**config.mk**
```make
export PLATFORM = sky130hd
export DESIGN_NAME = mem_bus_arbiter
export DESIGN_NICKNAME = d
export VERILOG_FILES = /design/src/rtl/mem_bus_arbiter_pkg.sv /design/src/rtl/mem_bus_arbiter_timeout_cnt.sv /design/src/rtl/mem_bus_arbiter.sv
export SDC_FILE = /design/constraint.sdc
export NUM_CORES = 1
export LEC_CHECK = 0
export BUFFER_PORTS_ARGS = -buffer_cell sky130_fd_sc_hd__buf_2
export CAP_MARGIN = 5
export CORE_ASPECT_RATIO = 1.4
export CORE_UTILIZATION = 46
export CTS_BUF_LIST = sky130_fd_sc_hd__clkbuf_8
export CTS_CLUSTER_SIZE = 14
export DETAILED_ROUTE_END_ITERATION = 8
export PLACE_DENSITY = 0.8
export SLEW_MARGIN = 15
export SYNTH_ARGS = -nofsm -noshare
export SYNTH_HDL_FRONTEND = slang
export SYNTH_HIERARCHICAL = 1
export SYNTH_SLANG_ARGS = --single-unit
export TNS_END_PERCENT = 1
```
**constraint.sdc**
```tcl
create_clock -name clk -period 2.5 [get_ports clk]
set_clock_uncertainty 0.05 [all_clocks]
set_input_delay 0 -clock clk [delete_from_list [all_inputs] [get_ports clk]]
set_output_delay 0 -clock clk [all_outputs]
set_load 0.05 [all_outputs]
```
**src/rtl/mem_bus_arbiter_pkg.sv**
```systemverilog
// mem_bus_arbiter_pkg: shared state/grant encodings and default timeout for the memory bus arbiter.
package mem_bus_arbiter_pkg;

    typedef enum logic [1:0] {
        ArbIdle    = 2'd0,
        ArbIfBusy  = 2'd1,
        ArbMemBusy = 2'd2
    } arb_state_t;

    typedef enum logic {
        GrantIf  = 1'b0,
        GrantMem = 1'b1
    } grant_t;

    localparam int unsigned DefTimeout = 255;
    localparam int unsigned DefCntW    = 8;

endpackage

```
**src/rtl/mem_bus_arbiter_timeout_cnt.sv**
```systemverilog
// arb_timeout_cnt: counts busy cycles without ack and flags the last permitted cycle.
module arb_timeout_cnt
    import mem_bus_arbiter_pkg::*;
#(
    parameter int unsigned TIMEOUT_CYC = DefTimeout,
    parameter int unsigned CNT_W       = DefCntW
) (
    input  logic clk,
    input  logic rst,
    input  logic clear,
    input  logic enable,
    output logic expired
);

    generate
        if (TIMEOUT_CYC == 0) begin : g_off
            assign expired = 1'b0;
        end else begin : g_on
            localparam logic [CNT_W-1:0] Last = CNT_W'(TIMEOUT_CYC - 1);
            localparam logic [CNT_W-1:0] Top  = '1;
            logic [CNT_W-1:0] cnt;
            // saturates so a stalled bus can never wrap back below Last
            always_ff @(posedge clk) begin
                if (rst || clear)
                    cnt <= '0;
                else if (enable && cnt != Top)
                    cnt <= cnt + CNT_W'(1);
            end
            assign expired = (cnt == Last);
        end
    endgenerate

endmodule

```
**src/rtl/mem_bus_arbiter.sv**
```systemverilog
// mem_bus_arbiter: shares one single-port memory bus between instruction fetch and the data port,
// with alternating priority on contention, flush discard and a bus timeout.
module mem_bus_arbiter
    import mem_bus_arbiter_pkg::*;
#(
    parameter int unsigned ADDR_W      = 32,
    parameter int unsigned DATA_W      = 32,
    parameter int unsigned TIMEOUT_CYC = DefTimeout,
    parameter int unsigned CNT_W       = DefCntW
) (
    input  logic              clk,
    input  logic              rst,
    input  logic              flush_i,
    input  logic              if_req_i,
    input  logic [ADDR_W-1:0] if_addr_i,
    output logic [DATA_W-1:0] if_rdata_o,
    output logic              if_ready_o,
    input  logic              mem_req_i,
    input  logic              mem_we_i,
    input  logic [3:0]        mem_sel_i,
    input  logic [ADDR_W-1:0] mem_addr_i,
    input  logic [DATA_W-1:0] mem_wdata_i,
    output logic [DATA_W-1:0] mem_rdata_o,
    output logic              mem_ready_o,
    output logic              bus_err_o,
    output logic              bus_req_o,
    output logic              bus_we_o,
    output logic [3:0]        bus_sel_o,
    output logic [ADDR_W-1:0] bus_addr_o,
    output logic [DATA_W-1:0] bus_wdata_o,
    input  logic              bus_ack_i,
    input  logic [DATA_W-1:0] bus_rdata_i,
    output logic              stallreq_o
);

    arb_state_t        state, state_next;
    grant_t            last_grant;
    logic              discard;
    logic              if_want, mem_want, pick_mem, pick_if;
    logic              busy, expired, done, drop;
    logic [DATA_W-1:0] resp;

    arb_timeout_cnt #(
        .TIMEOUT_CYC(TIMEOUT_CYC),
        .CNT_W      (CNT_W)
    ) u_timeout (
        .clk    (clk),
        .rst    (rst),
        .clear  (!busy),
        .enable (busy && !bus_ack_i),
        .expired(expired)
    );

    // a port whose ready is showing this cycle is still holding req; it must not be re-granted
    always_comb begin
        if_want    = if_req_i & ~if_ready_o;
        mem_want   = mem_req_i & ~mem_ready_o;
        pick_mem   = (state == ArbIdle) & ~flush_i & mem_want & (~if_want | (last_grant == GrantIf));
        pick_if    = (state == ArbIdle) & ~flush_i & if_want & ~pick_mem;
        busy       = (state != ArbIdle);
        done       = busy & (bus_ack_i | expired);
        drop       = discard | flush_i;
        resp       = bus_ack_i ? bus_rdata_i : '0;
        state_next = pick_mem ? ArbMemBusy : pick_if ? ArbIfBusy : done ? ArbIdle : state;
    end

    always_ff @(posedge clk) begin
        if (rst)
            state <= ArbIdle;
        else
            state <= state_next;
    end

    always_ff @(posedge clk) begin
        if (rst) begin
            if_ready_o  <= 1'b0;
            mem_ready_o <= 1'b0;
            bus_err_o   <= 1'b0;
            bus_req_o   <= 1'b0;
            bus_we_o    <= 1'b0;
            bus_sel_o   <= '0;
            bus_addr_o  <= '0;
            bus_wdata_o <= '0;
            if_rdata_o  <= '0;
            mem_rdata_o <= '0;
            discard     <= 1'b0;
            last_grant  <= GrantIf;
        end else begin
            if_ready_o  <= done & (state == ArbIfBusy) & ~drop;
            mem_ready_o <= done & (state == ArbMemBusy) & ~drop;
            bus_err_o   <= done & ~bus_ack_i & ~drop;
            discard     <= busy & ~done & drop;
            if (pick_mem || pick_if) begin
                bus_req_o   <= 1'b1;
                bus_we_o    <= pick_mem & mem_we_i;
                bus_sel_o   <= pick_mem ? mem_sel_i : 4'hF;
                bus_addr_o  <= pick_mem ? mem_addr_i : if_addr_i;
                bus_wdata_o <= pick_mem ? mem_wdata_i : '0;
                last_grant  <= pick_mem ? GrantMem : GrantIf;
            end else if (done) begin
                bus_req_o <= 1'b0;
            end
            if (done && !drop && state == ArbIfBusy)
                if_rdata_o <= resp;
            if (done && !drop && state == ArbMemBusy && !bus_we_o)
                mem_rdata_o <= resp;
        end
    end

    assign stallreq_o = (if_req_i & ~if_ready_o) | (mem_req_i & ~mem_ready_o);

endmodule

```
## After elaboration in Yosys (flattened, before gate mapping)

Cells that the tools add are included.

| cells by class | value |
|---|---|
| add/subtract/negate cells | 1 |
| equal/unequal tests | 4 |
| mux-type cells | 10 |
| bitwise logic cells | 30 |
| reduce and logical (&&, ||, !) cells | 18 |

Operator list:

| operator | number |
|---|---|
| $mux W32 | 3 |
| $and A1 B1 Y1 | 17 |
| $not A1 Y1 | 9 |
| $add A8 B1 Y8 const B | 1 |
| $eq A8 B8 Y1 const B | 1 |
| $ne A8 B8 Y1 const B | 1 |
| $logic_and A1 B1 Y1 | 6 |
| $mux W2 | 3 |
| $reduce_bool A2 Y1 | 3 |
| $logic_not A1 Y1 | 4 |
| $mux W4 | 1 |
| $or A1 B1 Y1 | 4 |
| $mux W1 | 3 |
| $reduce_bool A3 Y1 | 1 |
| $eq A2 B1 Y1 const B | 1 |
| $eq A2 B2 Y1 const B | 1 |
| $logic_not A2 Y1 | 1 |
| $logic_or A1 B1 Y1 | 2 |
| $reduce_or A2 Y1 | 1 |

| storage, ports and cells | value |
|---|---|
| register bits after elaboration | 149 |
| bits of input ports | 139 |
| output and inout bits | 138 |
| word-level logic and storage cells | 78 |

## Logic depth before layout (Yosys ltp)

| logic depth | value |
|---|---|
| word-level depth | 9 |
| mapped depth | 10 |
| mapped depth without buffers | 8 |

## Cells and area by module

The synthesis kept the hierarchy.

Modules (own cells, without submodules):

| module | instances | cells each | area each (sq um) | sequential area each (sq um) |
|---|---|---|---|---|
| mem_bus_arbiter | 1 | 598 | 5,200.0 | 2,822.7 |
| arb_timeout_cnt | 1 | 50 | 449.2 | 160.2 |

## Worst setup path after synthesis

OpenSTA, ideal clock, no wires.

| path | value |
|---|---|
| kind | register to register |
| start | register if_ready_o |
| end | register bus_wdata_o[10] |
| library setup time | 0.066 ns |
| arrival time | 1.742 ns |
| required time | 2.384 ns |
| path slack | 0.642 ns |
| stages on the path, launching flop included | 7 |
| buffers on the path | 2 |
| clock period less this slack | 1.858 ns |
| cells stage by stage | dfxtp_1 nor2b_1 o21ai_1 clkbuf_1 buf_1 a22oi_1 nor2_1 |

| between the ends | value |
|---|---|
| longest elaborated chain between the ends | 8 |
| elaborated cells on any way between the ends | 10 |
| those cells by class | 1 x mux; 8 x bitwise; 1 x reduce/logical |

RTL lines:

| what | line | text |
|---|---|---|
| start: declaration | mem_bus_arbiter.sv:17 | `output logic if_ready_o,` |
| start signal: assignment | mem_bus_arbiter.sv:89 | `if_ready_o <= done & (state == ArbIfBusy) & ~drop;` |
| $not A1 Y1 (*) | mem_bus_arbiter.sv:56 | `if_want = if_req_i & ~if_ready_o;` |
| $and A1 B1 Y1 (*) | mem_bus_arbiter.sv:56 |  |
| $not A1 Y1 | mem_bus_arbiter.sv:58 | `pick_mem = (state == ArbIdle) & ~flush_i & mem_want & (~if_want \| (last_grant == GrantIf));` |
| $or A1 B1 Y1 | mem_bus_arbiter.sv:58 |  |
| $and A1 B1 Y1 | mem_bus_arbiter.sv:58 |  |
| $not A1 Y1 | mem_bus_arbiter.sv:59 | `pick_if = (state == ArbIdle) & ~flush_i & if_want & ~pick_mem;` |
| $and A1 B1 Y1 | mem_bus_arbiter.sv:59 |  |
| $logic_or A1 B1 Y1 | mem_bus_arbiter.sv:93 | `if (pick_mem \|\| pick_if) begin` |
| end signal: assignment | mem_bus_arbiter.sv:98 | `bus_wdata_o <= pick_mem ? mem_wdata_i : '0;` |
| end: declaration | mem_bus_arbiter.sv:30 | `output logic [DATA_W-1:0] bus_wdata_o,` |

Mark *: on every way between the ends. The rest lies on a longest branch, timed or not.
A chain may end at the register's enable or synchronous reset.

## Worst setup path after layout

| path | value |
|---|---|
| start | register state[1] |
| end | register bus_wdata_o[31] |

| between the ends | value |
|---|---|
| longest elaborated chain between the ends | 7 |
| elaborated cells on any way between the ends | 9 |
| those cells by class | 1 x mux; 6 x bitwise; 2 x reduce/logical |

RTL lines:

| what | line | text |
|---|---|---|
| start: declaration | mem_bus_arbiter.sv:36 | `arb_state_t state, state_next;` |
| start signal: assignment | mem_bus_arbiter.sv:69 | `state <= ArbIdle;` |
| start signal: assignment | mem_bus_arbiter.sv:71 | `state <= state_next;` |
| $logic_not A2 Y1 (*) | mem_bus_arbiter.sv:58, mem_bus_arbiter.sv:59 |  |
| $and A1 B1 Y1 (*) | mem_bus_arbiter.sv:58, mem_bus_arbiter.sv:59 |  |
| $and A1 B1 Y1 (2 in a row) | mem_bus_arbiter.sv:58 |  |
| $not A1 Y1 | mem_bus_arbiter.sv:59 |  |
| $and A1 B1 Y1 | mem_bus_arbiter.sv:59 |  |
| $logic_or A1 B1 Y1 | mem_bus_arbiter.sv:93 |  |

Marks and branches as above.

==> flow_summary_export.csv <==
group,metric,value,unit
sta,hold_viol,0,
clocking,root_buffer,"clkbuf_8",
place,place_ws,0.443,ns
route,drt_pass1_iterations,6,
power,power,0.00566,W
clocking,htreeDepth,4,
clocking,path_clk_slew,0.08,ns
worst_setup_path,crit_family,"buffers and inverters",
floorplanning,rows,47,
worst_setup_path,cp-start-kind,"flip-flop",
place,hpwl,11400,µm
sta,setup_viol_count_final,0,
worst_setup_path,slowest_stage,"dlygate4sd3_1",
worst_setup_path,path_cells,"nor3_2 -> o21ai_4 -> buf_12 -> a22oi_1 -> nor2_1 -> dlygate4sd3_1",
worst_setup_path,r2r_cells,6,
cells_and_area,final_nets,1189,
cells_and_area,drive_gt1_share,31.7,%
place,place_congestion,0.800,
worst_setup_path,arrival,2.65,ns
route,vias,6737,
yosys,syn_nets,789,
place,io_buffer_count,276,
hold_path,hp-class,"in -> reg",
sta,fin_crit,2.39,ns
grt,grt_pass1_vias,6618,
route,finalWirelength,21200,µm
yosys,avgSynthCellArea,8.72,µm²
outcome,outcome,"finished clean",
power,p_leak,4.12,nW
floorplanning,io_pins,277,
yosys,synthArstFlopShare,0,%
yosys,ys_seq_area_share,52.8,%
grt,grt_pass1_wl,32500,µm
sta,period_share,95.5,%
yosys,yosysUniqueCellTypes,41,
sta,max-slew-margin-rel,39.9,%
floorplanning,die_area,12700,µm²
yosys,synth_area,5650,µm²
route,drc,0,
worst_setup_path,critPathCaptureType,"flip-flop",
grt,antenna_found_initial,0,
worst_setup_path,cp_max_fo,35,
clocking,clk_latency,0.43,ns
flow_run,cap_viol_max_count,0,
clocking,clock_sinks,149,
cells_and_area,finish.instance_area,9030,µm²
place,postPlaceCellArea,7150,µm²
place,dp.cells,1030,
route,wl_per_cell,17.5,µm
grt,grtUsageTotal,33.1,%
worst_setup_path,cp.buffers_inverters,2,
sta,rsz0062_at_grt,"no",
sta,max_freq,419,MHz
power,peakVddDrop,527,µV
clocking,cts_buffers,17,
worst_setup_path,worst-path-stages,6,
worst_setup_path,required,2.77,ns
sta,fin_setup_tns,0,ns
worst_setup_path,critPathKind,"reg -> reg",
worst_setup_path,critPathMaxStageDelay,0.59,ns
grt,grt_max_degree,65,
sta,tightest_slew,0.901,ns
floorplanning,core_area,11900,µm²
yosys,synth_seq_cells,149,
floorplanning,die-width,95.7,µm
power,powerDensity,626,nW/µm²
yosys,synthFlopType,"dfxtp_1",
cells_and_area,n_antenna_cell,0,
sta,timing.final.max_slew_violations,0,
clocking,cts_tree,"done",
yosys,ys_warn_count,6,
yosys,syn_inst,648,
sta,setup_ws,0.114,ns
route,first_iter_violations,492,
route,ant_nets,0,
cells_and_area,fin_cells,1208,
grt,grt-ovfl-total,0,
cells_and_area,synthToLayoutAreaGrowth,59.9,%
route,vias_per_cell,5.58,
floorplanning,start_util,47.6,%
clocking,clockBufferDepth,2,
hold_path,hold_depth,4,
floorplanning,die_h,133,µm
yosys,synth_edf_count,0,
==> cell families (layout without fill, tap and decap cells) <==
family | Yosys count | in the layout | synth area share, %
compound gates | 181 | 182 | 21.9
buf+inv | 58 | 470 | 4.61
mux | 3 | 3 | 0.532
flops | 149 | 149 | 52.8
simple gates | 255 | 255 | 19.8
fa+ha+maj | 2 | 2 | 0.443
==> report_power, final <==
| group | internal [W] | switching (W) | total (W) |
|---|---|---|---|
| Combinational | 0.000443 | 0.000748 | 0.00119 |
| Sequential | 0.00247 | 0.0000568 | 0.00253 |
| Clock | 0.000984 | 0.000957 | 0.00194 |
| Total | 0.00390 | 0.00176 | 0.00566 |
==> layer usage <==
metal  wire [µm]  global-route usage (%)
met3        1860                    11.2
met2       10600                    56.2
met5           0                       0
met1        7640                    34.9
met4        1060                    19.4
==> synth_stat cells (4+ instances only) <==
library cell  instances  area, µm²
or3_1                 4       25.0
a211oi_1             35        263
nand2_1              72        270
buf_2                 7       35.0
a21oi_1              69        345
nor2_1              114        428
nor3_1                9       45.0
a22oi_1              34        255
dfxtp_1             149       2980
a32oi_1              32        280
clkbuf_1             40        150
nand3_1              37        185
==> layout make-up <==
type / instances / area (µm²)
fill: 777 / 2840
timing repair buffer: 435 / 2980
inverter: 3 / 11.3
clock buffer: 20 / 275
clock inverter: 12 / 141
sequential: 149 / 2980
tap: 147 / 184
multi-input combinational: 442 / 2460
==> state kept, by name, indices dropped and copies added, names as in the netlist <==
signal / count
if_rdata_o: 32
mem_rdata_o: 32
if_ready_o: 1
bus_err_o: 1
bus_sel_o: 4
last_grant: 1
bus_req_o: 1
bus_addr_o: 32
bus_wdata_o: 32
bus_we_o: 1
state: 2
discard: 1
u_timeout/g_on.cnt: 8
mem_ready_o: 1
==> cells in the final DEF (no fill, tap or decap), drive strengths merged, types with 2 or more instances in the layout <==
| master | synthesis | routed |
|---|---|---|
| buf | 15 | 290 |
| dfxtp | 149 | 149 |
| dlygate4sd3 | 0 | 145 |
| nor2 | 114 | 114 |
| nand2 | 72 | 72 |
| a21oi | 70 | 70 |
| nand3 | 38 | 38 |
| a211oi | 35 | 35 |
| a22oi | 34 | 34 |
| a32oi | 32 | 32 |
| clkbuf | 40 | 20 |
| nor3 | 11 | 11 |
| inv | 3 | 7 |
| o21ai | 5 | 6 |
| or3 | 4 | 4 |
| clkinv | 0 | 4 |
| mux2i | 3 | 3 |
| nand2b | 2 | 2 |
| nor2b | 2 | 2 |
| bufinv | 0 | 2 |
| clkinvlp | 0 | 2 |
| a31oi | 2 | 2 |
| ha | 2 | 2 |
| nor4b | 2 | 2 |
| and4 | 2 | 2 |
==> through the flow <==
step,hold WS [ns],util [%]
2_1_floorplan,0.0910,-
3_3_place_gp,0.194,60.2
3_5_place_dp,0.203,60.2
4_1_cts,0.0567,75.9
5_1_grt,0.137,76.1
6_report,0.107,76.1
==> what timing repair did <==
action,CTS,global route
setup endpoints to repair,0,16
endpoints found under the hold margin,139,0
hold buffers,145,0
gates resized for setup,0,2
buffers inserted,0,0
==> worst reg2reg max path, stage by stage (launching register included) <==
cell           delay [ns]
dfxtp_1              0.39
nor3_2               0.45
o21ai_4              0.29
buf_12               0.26
a22oi_1              0.18
nor2_1               0.07
dlygate4sd3_1        0.59
==> worst paths after layout <==
| kind | startpoint | to | slack, ns |
|---|---|---|---|
| max reg2reg | state[1]$_SDFFE_PP0P_ | bus_wdata_o[31]$_SDFFE_PP0P_ | 0.11 |
| min reg2reg | mem_rdata_o[15]$_SDFFE_PP0P_ | mem_rdata_o[15]$_SDFFE_PP0P_ | 0.41 |
| max | state[1]$_SDFFE_PP0P_ | bus_wdata_o[31]$_SDFFE_PP0P_ | 0.11 |
| min | if_req_i | state[1]$_SDFFE_PP0P_ | 0.11 |
(Power assumes the default switching activity.)
